--- config.mk ---
export PLATFORM = sky130hd
export DESIGN_NAME = divider_sequencer
export DESIGN_NICKNAME = d
export VERILOG_FILES = /design/src/rtl/divider_sequencer.sv
export SDC_FILE = /design/constraint.sdc
export NUM_CORES = 1
export LEC_CHECK = 0
export ABC_AREA = 1
export CAP_MARGIN = 0
export CORE_UTILIZATION = 41
export DETAILED_ROUTE_END_ITERATION = 16
export PLACE_DENSITY = 0.89
export REMOVE_ABC_BUFFERS = 1
export SETUP_SLACK_MARGIN = 0.2
export SYNTH_ARGS = -nofsm -noshare
export SYNTH_HDL_FRONTEND = slang
export SYNTH_SLANG_ARGS = --single-unit
export TNS_END_PERCENT = 1
--- constraint.sdc ---
create_clock -name clk -period 5.45 [get_ports clk]
set_clock_uncertainty 0.05 [all_clocks]
set_input_delay 1.3625 -clock clk [delete_from_list [all_inputs] [get_ports clk]]
set_output_delay 1.3625 -clock clk [all_outputs]
set_load 0.01 [all_outputs]
--- src/rtl/divider_sequencer.sv ---
// rtl/divider_sequencer.sv - issue/collect front end for divider_32
// Bypasses divide-by-zero and INT_MIN/-1, otherwise launches the divider and waits for dne or timeout.
module divider_sequencer #(
  parameter int TIMEOUT = 40
) (
  input  logic        clk,
  input  logic        rst,
  input  logic        req_valid,
  output logic        req_ready,
  input  logic [31:0] req_a,
  input  logic [31:0] req_b,
  output logic        res_valid,
  input  logic        res_ready,
  output logic [31:0] res_q,
  output logic [31:0] res_r,
  output logic        res_dz,
  output logic        res_ovf,
  output logic        res_err,
  output logic [31:0] div_a,
  output logic [31:0] div_b,
  output logic        div_start,
  output logic        div_ena,
  input  logic [31:0] div_q,
  input  logic [31:0] div_r,
  input  logic        div_dne
);

  localparam logic [7:0] L_TIMEOUT = 8'(TIMEOUT);

  typedef enum logic [1:0] {S_IDLE, S_START, S_BUSY, S_DONE} state_t;

  state_t      r_state;
  state_t      w_next;
  logic [7:0]  r_cnt;
  logic [7:0]  w_cnt_inc;
  logic        w_timeout;
  logic        w_dz;
  logic        w_ovf;
  logic [31:0] r_div_a;
  logic [31:0] r_div_b;
  logic [31:0] r_res_q;
  logic [31:0] r_res_r;
  logic        r_dz;
  logic        r_ovf;
  logic        r_err;

  assign w_dz      = (req_b == 32'd0);
  assign w_ovf     = (req_a == 32'h8000_0000) && (req_b == 32'hFFFF_FFFF);
  assign w_cnt_inc = r_cnt + 8'd1;
  // Fires on the TIMEOUT-th BUSY cycle without dne.
  assign w_timeout = (w_cnt_inc == L_TIMEOUT);

  always_ff @(posedge clk or posedge rst) begin
    if (rst) begin
      r_state <= S_IDLE;
    end else begin
      r_state <= w_next;
    end
  end

  always_comb begin
    w_next = r_state;
    case (r_state)
      S_IDLE: begin
        if (req_valid) begin
          w_next = (w_dz || w_ovf) ? S_DONE : S_START;
        end
      end
      S_START: w_next = S_BUSY;
      S_BUSY: begin
        if (div_dne || w_timeout) begin
          w_next = S_DONE;
        end
      end
      S_DONE: begin
        if (res_ready) begin
          w_next = S_IDLE;
        end
      end
      default: w_next = S_IDLE;
    endcase
  end

  always_comb begin
    req_ready = 1'b0;
    res_valid = 1'b0;
    div_start = 1'b0;
    div_ena   = 1'b0;
    case (r_state)
      S_IDLE:  req_ready = 1'b1;
      S_START: begin
        div_start = 1'b1;
        div_ena   = 1'b1;
      end
      S_BUSY:  div_ena   = 1'b1;
      S_DONE:  res_valid = 1'b1;
      default: req_ready = 1'b0;
    endcase
  end

  always_ff @(posedge clk or posedge rst) begin
    if (rst) begin
      r_div_a <= 32'd0;
      r_div_b <= 32'd0;
      r_res_q <= 32'd0;
      r_res_r <= 32'd0;
      r_dz    <= 1'b0;
      r_ovf   <= 1'b0;
      r_err   <= 1'b0;
      r_cnt   <= 8'd0;
    end else begin
      case (r_state)
        S_IDLE: begin
          if (req_valid) begin
            r_div_a <= req_a;
            r_div_b <= req_b;
            r_dz    <= w_dz;
            r_ovf   <= w_ovf && !w_dz;
            r_err   <= 1'b0;
            if (w_dz) begin
              r_res_q <= 32'hFFFF_FFFF;
              r_res_r <= req_a;
            end else if (w_ovf) begin
              r_res_q <= 32'h8000_0000;
              r_res_r <= 32'd0;
            end
          end
        end
        S_START: r_cnt <= 8'd0;
        S_BUSY: begin
          r_cnt <= w_cnt_inc;
          if (div_dne) begin
            r_res_q <= div_q;
            r_res_r <= div_r;
          end else if (w_timeout) begin
            r_res_q <= 32'd0;
            r_res_r <= 32'd0;
            r_err   <= 1'b1;
          end
        end
        default: r_cnt <= r_cnt;
      endcase
    end
  end

  assign div_a   = r_div_a;
  assign div_b   = r_div_b;
  assign res_q   = r_res_q;
  assign res_r   = r_res_r;
  assign res_dz  = r_dz;
  assign res_ovf = r_ovf;
  assign res_err = r_err;

endmodule

==> impl_metrics.yaml, run 1 <==
logic_synthesis:
  postSynthAreaPerCell_um2: 7.77
  synth_most_common_cell: "nand2_1"
  synthArstFlopShare_pct: 100
  synth_top_area_cell: "dfrtp_1"
  synth_top_area_share_pct: 48.8
  synth_ff_type: "dfrtp_1"
  netlist_area_um2: 7230
  yosys.cell_types.count: 25
  synthTopCellsByCount: "nand2_1 (468), dfrtp_1 (141), nand3_2 (61), inv_1 (51), nand3_1 (50)"
  yosysSeqAreaShare_pct: 48.8
  ys_seq_elements: 141
  synth_edf_count: 0
  synth.area.top_cells: "dfrtp_1 (49%), nand2_1 (24%), nand3_2 (8.5%)"
  synth_warnings: 0
  synth_cells: 930
timing:
  tightestPinTransition_ns: 1.11
  hold_viol_final: 0
  fin_setup_tns_ns: 0
  maxSlewHeadroom_pct: 26.1
  whs_ns: 0.419
  fin_crit_ns: 3.66
  finalSetupViolations: 0
  maxSlewViolCount: 0
  grt_setup_unrepaired: "no"
  post-route-period-util_pct: 67.1
  fmax_mhz: 274
detailed_routing:
  avgViaCountPerCell: 4.96
  vias: 7013
  wl_per_cell_um: 15.6
  drt_iter0_drc: 410
  drt_wl_total_mm: 22.1
  ant_nets: 0
  firstDrtPassIters: 5
  drc_errors: 0
die:
  die-area_um2: 18200
  pin_count: 268
  fp.dieH_um: 135
  fp.dieW_um: 135
  initial_utilization_pct: 41.9
  coreArea_um2: 17200
  num_rows: 48
global_routing:
  grt_pass1_wl_mm: 35.1
  grt_pass1_vias: 6853
  met1_usage_pct: 31.3
  grt_util_met3_pct: 4.99
  busiest_layer: "met2"
  met2_usage_pct: 41.8
  overflow: 0
  gr-usage-all-layers_pct: 25.1
  antenna_found_initial: 0
  grt_start_max_net_pins: 93
clock_tree:
  ctsHoldBuffers: 0
  clk_pin_slew_worst_paths_ns: 0.06
  root_buffer: "clkbuf_16"
  cts_sinks: 141
  cts_buffers: 17
  ctsResizeCount: 0
  clk_path_buf_depth: 2
  cts_tree: "done"
  post-cts-setup-buffers: 0
  clock_latency_ns: 0.41
  htree_levels: 4
setup_path:
  start_kind: "primary input"
  cp_cell_sequence: "clkdlybuf4s50_1, nor2_1, nand2_1, nor2_1, nand2_1, nor2_1, nand2_1, nand2_1, nand2_1, nand2_4, nand2_2, buf_4, nand2_1, nand2_1"
  arrival_ns: 3.91
  path_buf_inv: 2
  worstPathRequired_ns: 5.70
  crit_fanout: 61
  crit_top_cell: "nand2_1"
  worst_path_dominant_cell_family: "simple AND/OR/NAND/NOR gates"
  slowest_delay_ns: 0.48
  worstSetupPathType: "in2reg"
  critical_path.slowest_cell: "clkdlybuf4s50_1"
  worstSetupEndpointType: "flop"
cells_and_area:
  finalNonFillerCells: 1415
  n_fill_cell: 1431
  seqCellArea_um2: 3530
  area_growth_pct: 46.5
  multi_input_area_um2: 3200
  nNetsFinal: 1316
  drive_gt1_share_pct: 9.41
  insertedDiodeCount: 0
  final_area_um2: 10600
placed_design:
  io_buffers: 267
  dp.cells: 1383
  dp_hpwl_mm: 15.3
  gp_congestion: 0.841
  place_area_um2: 9970
pwr:
  power-per-cell-area_nw_per_um2: 473
  leakage_nw: 5.23
  irDropWorstVdd_uv: 269
  finalPower_mw: 5.01
hold_path:
  min_path_type: "reg2reg"
job:
  timing.max_cap.violations: 0
outcome:
  status: "completed"
layout make-up:
type	instances	area share [%]
sequential	141	33.3
multi-input combinational	685	30.2
timing repair buffer	278	26.0
clock buffer	18	4.05
tap	225	2.66
inverter	54	1.96
clock inverter	14	1.80
placed cells by master, fill, tap and decap left out, drive strengths merged:
| cell | n |
|---|---|
| a22oi | 1 |
| nand2 | 469 |
| o21ai | 32 |
| inv | 55 |
| xor2 | 2 |
| nor2 | 46 |
| o21a | 1 |
| clkinv | 7 |
| clkdlybuf4s50 | 267 |
| nand3 | 111 |
| ha | 6 |
| clkinvlp | 2 |
| nand4 | 10 |
| buf | 11 |
| a21oi | 3 |
| dfrtp | 141 |
| clkbuf | 18 |
| nor3 | 4 |
| bufinv | 4 |
sequential cells by signal, summed over array words and instances, names as in the netlist:
| name | cells |
|---|---|
| r_state | 2 |
| res_err | 1 |
| res_ovf | 1 |
| res_q | 32 |
| div_b | 32 |
| r_cnt | 8 |
| res_dz | 1 |
| res_r | 32 |
| div_a | 32 |
cells by family (layout without fill, tap and decap cells):
group / Yosys count / after routing / synth area share (%)
compound gates: 37 / 37 / 2.79
fa+ha+maj: 6 / 6 / 1.04
buf+inv: 104 / 364 / 7.19
flops: 141 / 141 / 48.8
simple gates: 640 / 640 / 39.9
xor+xnor: 2 / 2 / 0.242
power breakdown:
| part | switching (mW) | leakage (nW) | internal, mW |
|---|---|---|---|
| Clock | 0.474 | 0.301 | 0.768 |
| Combinational | 1.13 | 3.08 | 0.986 |
| Sequential | 0.219 | 1.86 | 1.43 |
| Total | 1.82 | 5.23 | 3.18 |
worst min-delay path, stage by stage (launching register included):
cell and delay [ns]:
dfrtp_1 0.34, nand2_1 0.05, nand2_1 0.04
per-layer routing:
layer  wire [um]  up-vias
li1            -     3395
met1        9360     3314
met2       10700      252
met3        1280       52
met4         759        0
met5           0        -
per-stage QoR:
step                worst slack, ns  util (%)
finish                         1.79      61.4
global route                   1.53      61.4
CTS                            1.76      61.4
detailed placement             1.31      57.8
global placement               1.40      57.8
floorplan                     0.134         -
path summary, 6_finish.rpt:
check / from / end / slack, ns / depth (start not counted)
worst max-delay path: req_a[22] / res_r[18] / 1.79 / 14
worst min register to register: res_r[1] / res_r[1] / 0.42 / 2
worst max register to register: r_cnt[0] / res_q[17] / 2.56 / 11
max in group asynchronous: rst / res_r[17] / 3.01 / 3
min in group asynchronous: rst / div_b[5] / 1.45 / 2
worst min-delay path: res_r[1] / res_r[1] / 0.42 / 2
Note: power is estimated with default switching activity, not from simulation.
==> inputs of run 2 (changes only) <==
- clock period: 5.45 -> 3.1 ns (I/O delays scaled with it)
==> run 2 against run 1 <==
Against the previous run: via count increased by 1.6%; die area is the same; non-clock buffer count up 10.
==> impl_metrics.yaml, run 2 (synthesis gave the netlist of run 1 again) <==
global_routing:
  grt_start_max_net_pins: 88
  grt_pass1_wl_mm: 35.9
  grt_pass1_vias: 7248
  overflow: 0
  antenna_found_initial: 0
  gr-usage-all-layers_pct: 25.5
clock_tree:
  ctsHoldBuffers: 0
  ctsResizeCount: 0
  clock_latency_ns: 0.42
  cts_buffers: 17
  post-cts-setup-buffers: 0
  htree_levels: 4
  clk_pin_slew_worst_paths_ns: 0.05
  cts_sinks: 141
  root_buffer: "clkbuf_16"
  cts_tree: "done"
  clk_path_buf_depth: 2
timing:
  layout_setup_ws_ns: 0.446
  post-route-period-util_pct: 85.6
  fmax_mhz: 377
  whs_ns: 0.418
  hold_viol_final: 0
  fin_crit_ns: 2.65
  grt_setup_unrepaired: "no"
  tightestPinTransition_ns: 0.871
  maxSlewHeadroom_pct: 41.9
  finalSetupViolations: 0
  maxSlewViolCount: 0
setup_path:
  crit_fanout: 6
  arrival_ns: 1.83
  r2r_setup_slack_ns: 0.75
  worstSetupPathType: "reg2out"
  start_kind: "flop"
  worstSetupEndpointType: "output port"
  worstPathRequired_ns: 2.27
job:
  timing.max_cap.violations: 0
placed_design:
  gp_congestion: 0.848
  dp_hpwl_mm: 16.2
  io_buffers: 267
  dp.cells: 1393
  dpl_worst_slack_ns: -0.0265
  place_area_um2: 10100
cells_and_area:
  finalNonFillerCells: 1425
  mostFrequentLayoutCell: "nand2_1"
  insertedDiodeCount: 0
  layout_common_cells: "nand2_1 (466), clkdlybuf4s50_1 (267), dfrtp_1 (141)"
  area_growth_pct: 48.2
  nNetsFinal: 1326
  drive_gt1_share_pct: 9.92
  postLayoutCoreUtil_pct: 62.1
  final_area_um2: 10700
pwr:
  irDropWorstVdd_uv: 462
  leakage_nw: 5.30
  power-per-cell-area_nw_per_um2: 821
die:
  initial_utilization_pct: 41.9
  fp.dieW_um: 135
  fp.dieH_um: 135
  num_rows: 48
  coreArea_um2: 17200
  die-area_um2: 18200
  pin_count: 268
detailed_routing:
  drc_errors: 0
  vias: 7123
  wl_per_cell_um: 15.9
  ant_nets: 0
  drt_iter0_drc: 465
  firstDrtPassIters: 7
  drt_wl_total_mm: 22.6
  avgViaCountPerCell: 5.00
outcome:
  status: "completed"
hold_path:
  min_path_type: "reg2reg"
run 2: cell count changes in the layout (fill, tap and decap cells not counted), sizes merged:
| cell | previous run | this run |
|---|---|---|
| buf | 11 | 21 |
| inv | 55 | 53 |
| clkbuf | 18 | 22 |
| bufinv | 4 | 3 |
| clkinvlp | 2 | 1 |
run 2: metrics by stage:
stage	power (mW)	setup TNS, ns
detailed placement	6.75	-0.128
floorplan	4.51	-344.07
global placement	6.64	-0.0103
CTS	8.86	0
finish	8.80	0
global route	9.30	0
run 2: cell type report:
type	count	area (um^2)
Sequential cell	141	3530
Multi-Input combinational cell	685	3200
Tap cell	225	282
Clock inverter	10	139
Clock buffer	22	454
Inverter	54	208
Timing Repair Buffer	288	2910
Fill cell	1438	6530
run 2: worst paths after layout:
kind | start | to | depth (start not counted)
max in group asynchronous | rst | div_a[7] | 3
min in group asynchronous | rst | div_b[12] | 2
min | res_r[4] | res_r[4] | 2
max reg2reg | r_state[0] | res_r[27] | 9
min reg2reg | res_r[4] | res_r[4] | 2
max | r_state[0] | req_ready | 3
run 2: power breakdown:
group          switching (mW)  internal [mW]  leakage, nW
logic                    2.00           1.81         3.15
registers               0.390           2.51         1.86
clock network           0.784           1.29        0.288
run 2: metal layers:
layer | vias to the layer above | track usage (%) | wire [um]
li1 | 3415 | - | -
met5 | - | 0 | 0
met3 | 77 | 5.11 | 1250
met4 | 0 | 15.4 | 1140
met2 | 296 | 42.2 | 11000
met1 | 3335 | 30.6 | 9280
run 2: critical path, stage by stage (launching register included):
cell             delay [ns]
dfrtp_1                0.41
inv_1                  0.09
ha_1                   0.29
clkdlybuf4s50_1        0.62
==> inputs of run 3 (changes only) <==
- REMOVE_ABC_BUFFERS: 1 -> not set
- SETUP_SLACK_MARGIN: 0.2 -> not set
==> run 3 against run 2 <==
Against the previous run: combinational power hardly changed; flip-flop and latch count stayed put; first-iteration DRC count shrank 4.1%; sequential power is essentially flat; largest cell class unchanged; routed wire length is 1.6% lower; critical endpoint unchanged; die area stayed put; worst hold slack better by 0.00060 ns; critical path depth stayed put; clock-buffer cell count decreased by 1; non-clock buffer count did not move; sequential share of layout area down 0.081 points; global-route usage down 0.26 points.
==> impl_metrics.yaml, run 3 (synthesis gave the netlist of run 1 again) <==
global_routing:
  gr-usage-all-layers_pct: 25.2
  grt_pass1_vias: 7139
  busiest_layer: "met2"
  met2_usage_pct: 43.2
  antenna_found_initial: 0
  overflow: 0
  grt_start_max_net_pins: 88
  grt_util_met3_pct: 5.78
  met1_usage_pct: 29.6
  grt_pass1_wl_mm: 35.5
cells_and_area:
  mostFrequentLayoutCell: "nand2_1"
  insertedDiodeCount: 0
  area_growth_pct: 48.6
  drive_gt1_share_pct: 10.1
  layout_common_cells: "nand2_1 (466), clkdlybuf4s50_1 (267), dfrtp_1 (141)"
  nNetsFinal: 1326
  postLayoutCoreUtil_pct: 62.3
timing:
  fin_crit_ns: 2.66
  layout_setup_ws_ns: 0.437
  finalSetupViolations: 0
  maxSlewHeadroom_pct: 42.6
  grt_setup_unrepaired: "no"
  post-route-period-util_pct: 85.9
  hold_viol_final: 0
  fin_setup_tns_ns: 0
  maxSlewViolCount: 0
  tightestPinTransition_ns: 0.860
  fmax_mhz: 376
die:
  fp.dieH_um: 135
  fp.dieW_um: 135
  die-area_um2: 18200
  initial_utilization_pct: 41.9
  num_rows: 48
  pin_count: 268
  coreArea_um2: 17200
hold_path:
  hold_depth: 2
  worstHoldEndpoint: "res_r[30]"
  min_path_type: "reg2reg"
  hp-start: "res_r[30]"
clock_tree:
  root_buffer: "clkbuf_16"
  ctsHoldBuffers: 0
  cts_tree: "done"
  cts_sinks: 141
  htree_levels: 4
  clock_latency_ns: 0.42
  cts_buffers: 17
  post-cts-setup-buffers: 0
  clk_path_buf_depth: 2
  ctsResizeCount: 0
  clk_pin_slew_worst_paths_ns: 0.06
detailed_routing:
  drc_errors: 0
  drt_iter0_drc: 446
  ant_nets: 0
  firstDrtPassIters: 5
  avgViaCountPerCell: 4.97
  drt_wl_total_mm: 22.3
  vias: 7073
  wl_per_cell_um: 15.6
logic_synthesis:
  synthesis.nets: 1069
setup_path:
  r2r_setup_slack_ns: 0.74
  timing.rr.end: "res_q[15]"
  arrival_ns: 1.84
  path_depth: 3
  critical_path.slowest_cell: "clkdlybuf4s50_1"
  worstSetupEndpointType: "output port"
  r2r-start: "r_cnt[0]"
  crit_fanout: 6
  rr_worst_depth: 10
  worstPathRequired_ns: 2.27
  cp_cell_sequence: "inv_1, ha_1, clkdlybuf4s50_1"
  path_buf_inv: 2
  start_kind: "flop"
  worstSetupPathType: "reg2out"
  slowest_delay_ns: 0.61
  worst_path_dominant_cell_family: "buffers and inverters"
pwr:
  power-per-cell-area_nw_per_um2: 827
  leakage_nw: 5.30
  irDropWorstVdd_uv: 431
  finalPower_mw: 8.87
placed_design:
  gp_congestion: 0.879
  dpl_worst_slack_ns: 0.0715
  io_buffers: 267
  dp_hpwl_mm: 15.9
outcome:
  status: "completed"
job:
  timing.max_cap.violations: 0
-- run 3: cell count changes in the layout (fill, tap and decap cells not counted) --
cell / change
clkbuf_1: -3
clkinv_2: -1
clkinvlp_4: +2
buf_4: +1
buf_12: -1
inv_6: -2
bufinv_16: +1
clkbuf_8: +2
-- run 3: per-layer routing --
metal  part of all wire [%]  up-vias
met4                    3.5        0
li1                       -     3407
met3                    7.1       56
met1                     40     3336
met5                      0        -
met2                     49      274
-- run 3: tightest hold or removal path, cell delays in order, from the launching register on --
cell and delay, ns:
dfrtp_1 0.34, nand2_1 0.05, nand2_1 0.05
-- run 3: per-stage QoR --
stage          instance area [um^2]  hold slack, ns  instances
6_report                      10700           0.419       1424
5_1_grt                       10700           0.439       1424
4_1_cts                       10700           0.422       1424
3_5_place_dp                  10100           0.408       1393
3_3_place_gp                  10100           0.403       1393
2_1_floorplan                  7230           0.439        930
-- run 3: report_power, final --
group,switching (mW),internal [mW],total (mW)
sequential,0.397,2.51,2.91
combinational,1.99,1.79,3.79
clock,0.769,1.41,2.18
total,3.16,5.71,8.87
-- run 3: how the worst max path moves through the flow --
stage          slack, ns       start        end
6_report            0.44  r_state[0]  req_ready
5_1_grt             0.29   req_a[22]  res_q[15]
4_1_cts             0.42  r_state[0]  req_ready
3_5_place_dp        0.07   req_a[22]  res_q[15]
3_3_place_gp        0.08   req_a[22]   res_r[5]
2_1_floorplan       0.51         rst   div_a[0]
-- run 3: layout make-up --
class | instances | area (um^2)
inverter | 54 | 206
tap | 225 | 282
clock inverter | 10 | 163
timing repair buffer | 288 | 2890
multi-input combinational | 685 | 3200
clock buffer | 21 | 470
sequential | 141 | 3530
fill | 1428 | 6500
==> RTL change 1: new RTL, settings of run 3 <==
Put one more register stage on the output `res_err`. The value now appears one clock later. The other outputs are not delayed to match.
--- a/src/rtl/divider_sequencer.sv
+++ b/src/rtl/divider_sequencer.sv
@@ -149,7 +149,9 @@
   assign res_r   = r_res_r;
   assign res_dz  = r_dz;
   assign res_ovf = r_ovf;
-  assign res_err = r_err;
+  always_ff @(posedge clk) begin
+    res_err <= r_err;
+  end
 
 endmodule
 
Function: same outputs for any inputs over 4 cycles, from zero or initial values and one cycle with rst high; that may be too few to reach the edited logic, so the function may still have changed.
==> RTL change 1 against run 3 <==
Power fell by 1.7%. Critical endpoint is now div_ena. Setup slack worse by 0.28 ns. Sequential cell count rose by 1. Critical path depth stayed put. Wire length is 0.91% lower. Cell count down 0.14%. Via count up 0.58%. Cell area is 0.59% lower. Synthesized area is 0.28% higher. Die area grew 0.27%.
==> RTL change 1: results (changes against run 3) <==
\begin{tabular}{lr}
\hline
Metric & Value \\
\hline
\multicolumn{2}{l}{\textbf{Outcome}} \\
\quad Status & finished, final reports clean \\
\multicolumn{2}{l}{\textbf{Placed design}} \\
\quad Detailed Place HPWL & 15,600 um (-2.3\%) \\
\quad GPL Wtd Cong & 0.854 (-2.8\%) \\
\multicolumn{2}{l}{\textbf{Synth}} \\
\quad Top post-synthesis cells by area & dfrtp\_1 49\%, nand2\_1 24\%, nand3\_2 8.4\% \\
\quad Compound-cell area share of the yosys netlist & 2.78\% (-0.0077 points) \\
\quad Count of unique library cells instantiated by Yosys & 26 (+4.0\%) \\
\quad Parity-gate share of the synthesized area counting xor and xnor cells & 0.242\% (-0.00067 points) \\
\multicolumn{2}{l}{\textbf{Cells and area}} \\
\quad Layout filler cell count & 1,481 (+3.7\%) \\
\quad Fin nets & 1,323 (-0.23\%) \\
\quad Share of layout cells above drive strength 1 & 9.69\% (-0.40 points) \\
\multicolumn{2}{l}{\textbf{GRT}} \\
\quad Total Routing Usage GR & 24.9\% (-0.30 points) \\
\quad Maximum number of pins on one net before global-route repair & 142 (+61\%) \\
\quad Global-route track usage on met1 & 30.2\% (+0.65 points) \\
\quad Global-route track usage on met2 & 41.3\% (-1.9 points) \\
\quad Vias in the first global route & 7,089 (-0.70\%) \\
\multicolumn{2}{l}{\textbf{Critical path}} \\
\quad Worst setup path endpoint & div\_ena \\
\quad Arrival time reported for the critical path endpoint & 2.12 ns (+0.28 ns) \\
\quad Startpoint of the most critical setup path & r\_state[1]\$\_DFFE\_PP0P\_ \\
\quad Crit Path Max Fanout & 17 (+11) \\
\multicolumn{2}{l}{\textbf{Pwr}} \\
\quad Net load switching power & 0.00318 W (+0.58\%) \\
\quad Worst supply voltage drop on vdd & 0.000460 V (+6.9\%) \\
\multicolumn{2}{l}{\textbf{Min path}} \\
\quad Hold path startpoint & r\_err\$\_DFFE\_PP0P\_ \\
\multicolumn{2}{l}{\textbf{Drt}} \\
\quad Average routed wire per standard cell & 15.5 um (-0.77\%) \\
\quad 1st-iter DRT viols & 452 (+1.3\%) \\
\quad DR WL met3 & 1760 um (+11\%) \\
\multicolumn{2}{l}{\textbf{Timing}} \\
\quad Worst-margin pin slew & 0.866 ns (+0.00524 ns) \\
\hline
\end{tabular}
==> RTL change 1: stage by stage <==
step | power, W | instance area, um2 | instances | hold slack (ns)
2_1_floorplan | 0.00476 | 7250 | 931 | 0.297
3_3_place_gp | 0.00665 | 10100 | 1390 | 0.317
3_5_place_dp | 0.00673 | 10100 | 1390 | 0.314
4_1_cts | 0.00879 | 10700 | 1422 | 0.337
5_1_grt | 0.00925 | 10700 | 1422 | 0.337
6_report | 0.00872 | 10700 | 1422 | 0.339
==> RTL change 1: final cells by class <==
cell class / instances / share of cell area (%)
Clock buffer: 22 / 4.35
Tap cell: 225 / 2.64
Inverter: 54 / 1.93
Multi-Input combinational cell: 685 / 29.9
Timing Repair Buffer: 284 / 26.8
Sequential cell: 142 / 33.2
Clock inverter: 10 / 1.08
==> RTL change 1: critical path, stage by stage, from the launching register on <==
cell and delay, ns:
dfrtp_1 0.41, inv_1 0.08, ha_1 0.58, clkdlybuf4s50_1 0.64
==> RTL change 2: new RTL, flow settings as in run 3 <==
Without the edit above. Change the parameter `TIMEOUT` from 40 to 39.
--- a/src/rtl/divider_sequencer.sv
+++ b/src/rtl/divider_sequencer.sv
@@ -1,7 +1,7 @@
 // rtl/divider_sequencer.sv - issue/collect front end for divider_32
 // Bypasses divide-by-zero and INT_MIN/-1, otherwise launches the divider and waits for dne or timeout.
 module divider_sequencer #(
-  parameter int TIMEOUT = 40
+  parameter int TIMEOUT = 39
 ) (
   input  logic        clk,
   input  logic        rst,
Function: no difference found for any inputs over 4 cycles, from zero or initial values and one cycle with rst high; that may be too few to reach the edited logic, so the function may still have changed.
==> RTL change 2 against run 3 <==
Synthesized area increased by 1.8%. Critical path type unchanged. Critical endpoint is now div_ena. Sequential cell count unchanged. Power increased by 2.5%. Sequential power about the same. Wire length increased by 1.3%. Largest power group unchanged. Cell area increased by 0.57%. Non-clock buffer count decreased by 3. Setup slack got worse by 0.19 ns.
==> RTL change 2: results (changes against run 3) <==
\begin{tabular}{lr}
\hline
Metric & Value \\
\hline
\multicolumn{2}{l}{\textbf{Timing}} \\
\quad Worst-margin pin slew & 0.622 ns (-0.239 ns) \\
\quad Clock period minus worst slack & 2.85 ns (+0.190 ns) \\
\quad WHS & 0.421 ns (+0.00205 ns) \\
\multicolumn{2}{l}{\textbf{Critical path}} \\
\quad Slack of the worst reg-to-reg path & 0.51 ns (-0.23 ns) \\
\quad Worst setup path endpoint & div\_ena \\
\quad Crit Path Max Fanout & 11 (+5) \\
\quad Startpoint of the most critical register-to-register path & r\_state[0]\$\_DFFE\_PP0P\_ \\
\quad Logic depth of the worst register-to-register path & 9 (-1) \\
\quad FF-to-FF End & res\_q[11]\$\_DFFE\_PP0P\_ \\
\multicolumn{2}{l}{\textbf{Min path}} \\
\quad Hold path startpoint & res\_r[1]\$\_DFFE\_PP0P\_ \\
\multicolumn{2}{l}{\textbf{Pwr}} \\
\quad Total sequential power & 0.00292 W (about the same) \\
\quad Worst supply voltage drop on vdd & 0.000565 V (+31\%) \\
\quad Power Clock & 0.00241 W (+11\%) \\
\quad Static leakage & 5.33 nW (+0.55\%) \\
\quad Design internal power & 0.00590 W (+3.2\%) \\
\quad Net load switching power & 0.00320 W (+1.3\%) \\
\multicolumn{2}{l}{\textbf{Cells and area}} \\
\quad Fin nets & 1,320 (-0.45\%) \\
\quad Filler-free cell count of the finished design & 1,419 (-0.35\%) \\
\multicolumn{2}{l}{\textbf{Placed design}} \\
\quad Cell area after placement & 0.0101 mm2 (about the same) \\
\quad Detailed Place HPWL & 15,900 um (-0.24\%) \\
\quad GPL Wtd Cong & 0.833 (-5.2\%) \\
\multicolumn{2}{l}{\textbf{Synth}} \\
\quad Register area share after synthesis & 48.0\% (-0.87 points) \\
\quad Syn nets & 1,066 (-0.28\%) \\
\quad Count of unique library cells instantiated by Yosys & 29 (+16\%) \\
\quad Top cells by instance count after synthesis & 468 x nand2\_1, 141 x dfrtp\_1, 61 x nand3\_2 \\
\quad Top post-synthesis cells by area & dfrtp\_1 48\%, nand2\_1 24\%, nand3\_2 8.3\% \\
\quad Synthesized area per cell & 7.94 um2 (+2.1\%) \\
\multicolumn{2}{l}{\textbf{GRT}} \\
\quad Wire length of the first global-routing pass & 35,600 um (+0.37\%) \\
\multicolumn{2}{l}{\textbf{Outcome}} \\
\quad Status & finished, final reports clean \\
\multicolumn{2}{l}{\textbf{Drt}} \\
\quad 1st-iter DRT viols & 383 (-14\%) \\
\quad Wire length reported by the detailed router & 22,600 um (+1.3\%) \\
\hline
\end{tabular}
==> RTL change 2: area by class of cell <==
type | count | area (um2)
fillers | 1490 | 6620
flip-flops and latches | 141 | 3530
multi-input cells | 686 | 3220
repair buffers | 285 | 2880
clock buffers | 18 | 429
well taps | 225 | 282
clock inverters | 14 | 263
inverters | 50 | 191
==> RTL change 2: cells by family (layout without fill, tap and decap cells) <==
| kind of cell | after synthesis | in the layout | share of synthesized area, % |
|---|---|---|---|
| adder cells (fa/ha/maj) | 6 | 6 | 1.02 |
| AO/OA/AOI/OAI | 37 | 37 | 2.82 |
| buffers and inverters | 100 | 367 | 8.47 |
| flip-flops | 141 | 141 | 48.0 |
| AND/OR/NAND/NOR | 641 | 641 | 39.4 |
| XOR/XNOR | 2 | 2 | 0.340 |
==> RTL change 2: metal layers <==
layer,routed length (um),track usage (%)
met1,9410,31.6
met2,10700,40.9
met3,1670,5.29
met4,750,10.9
met5,0,0
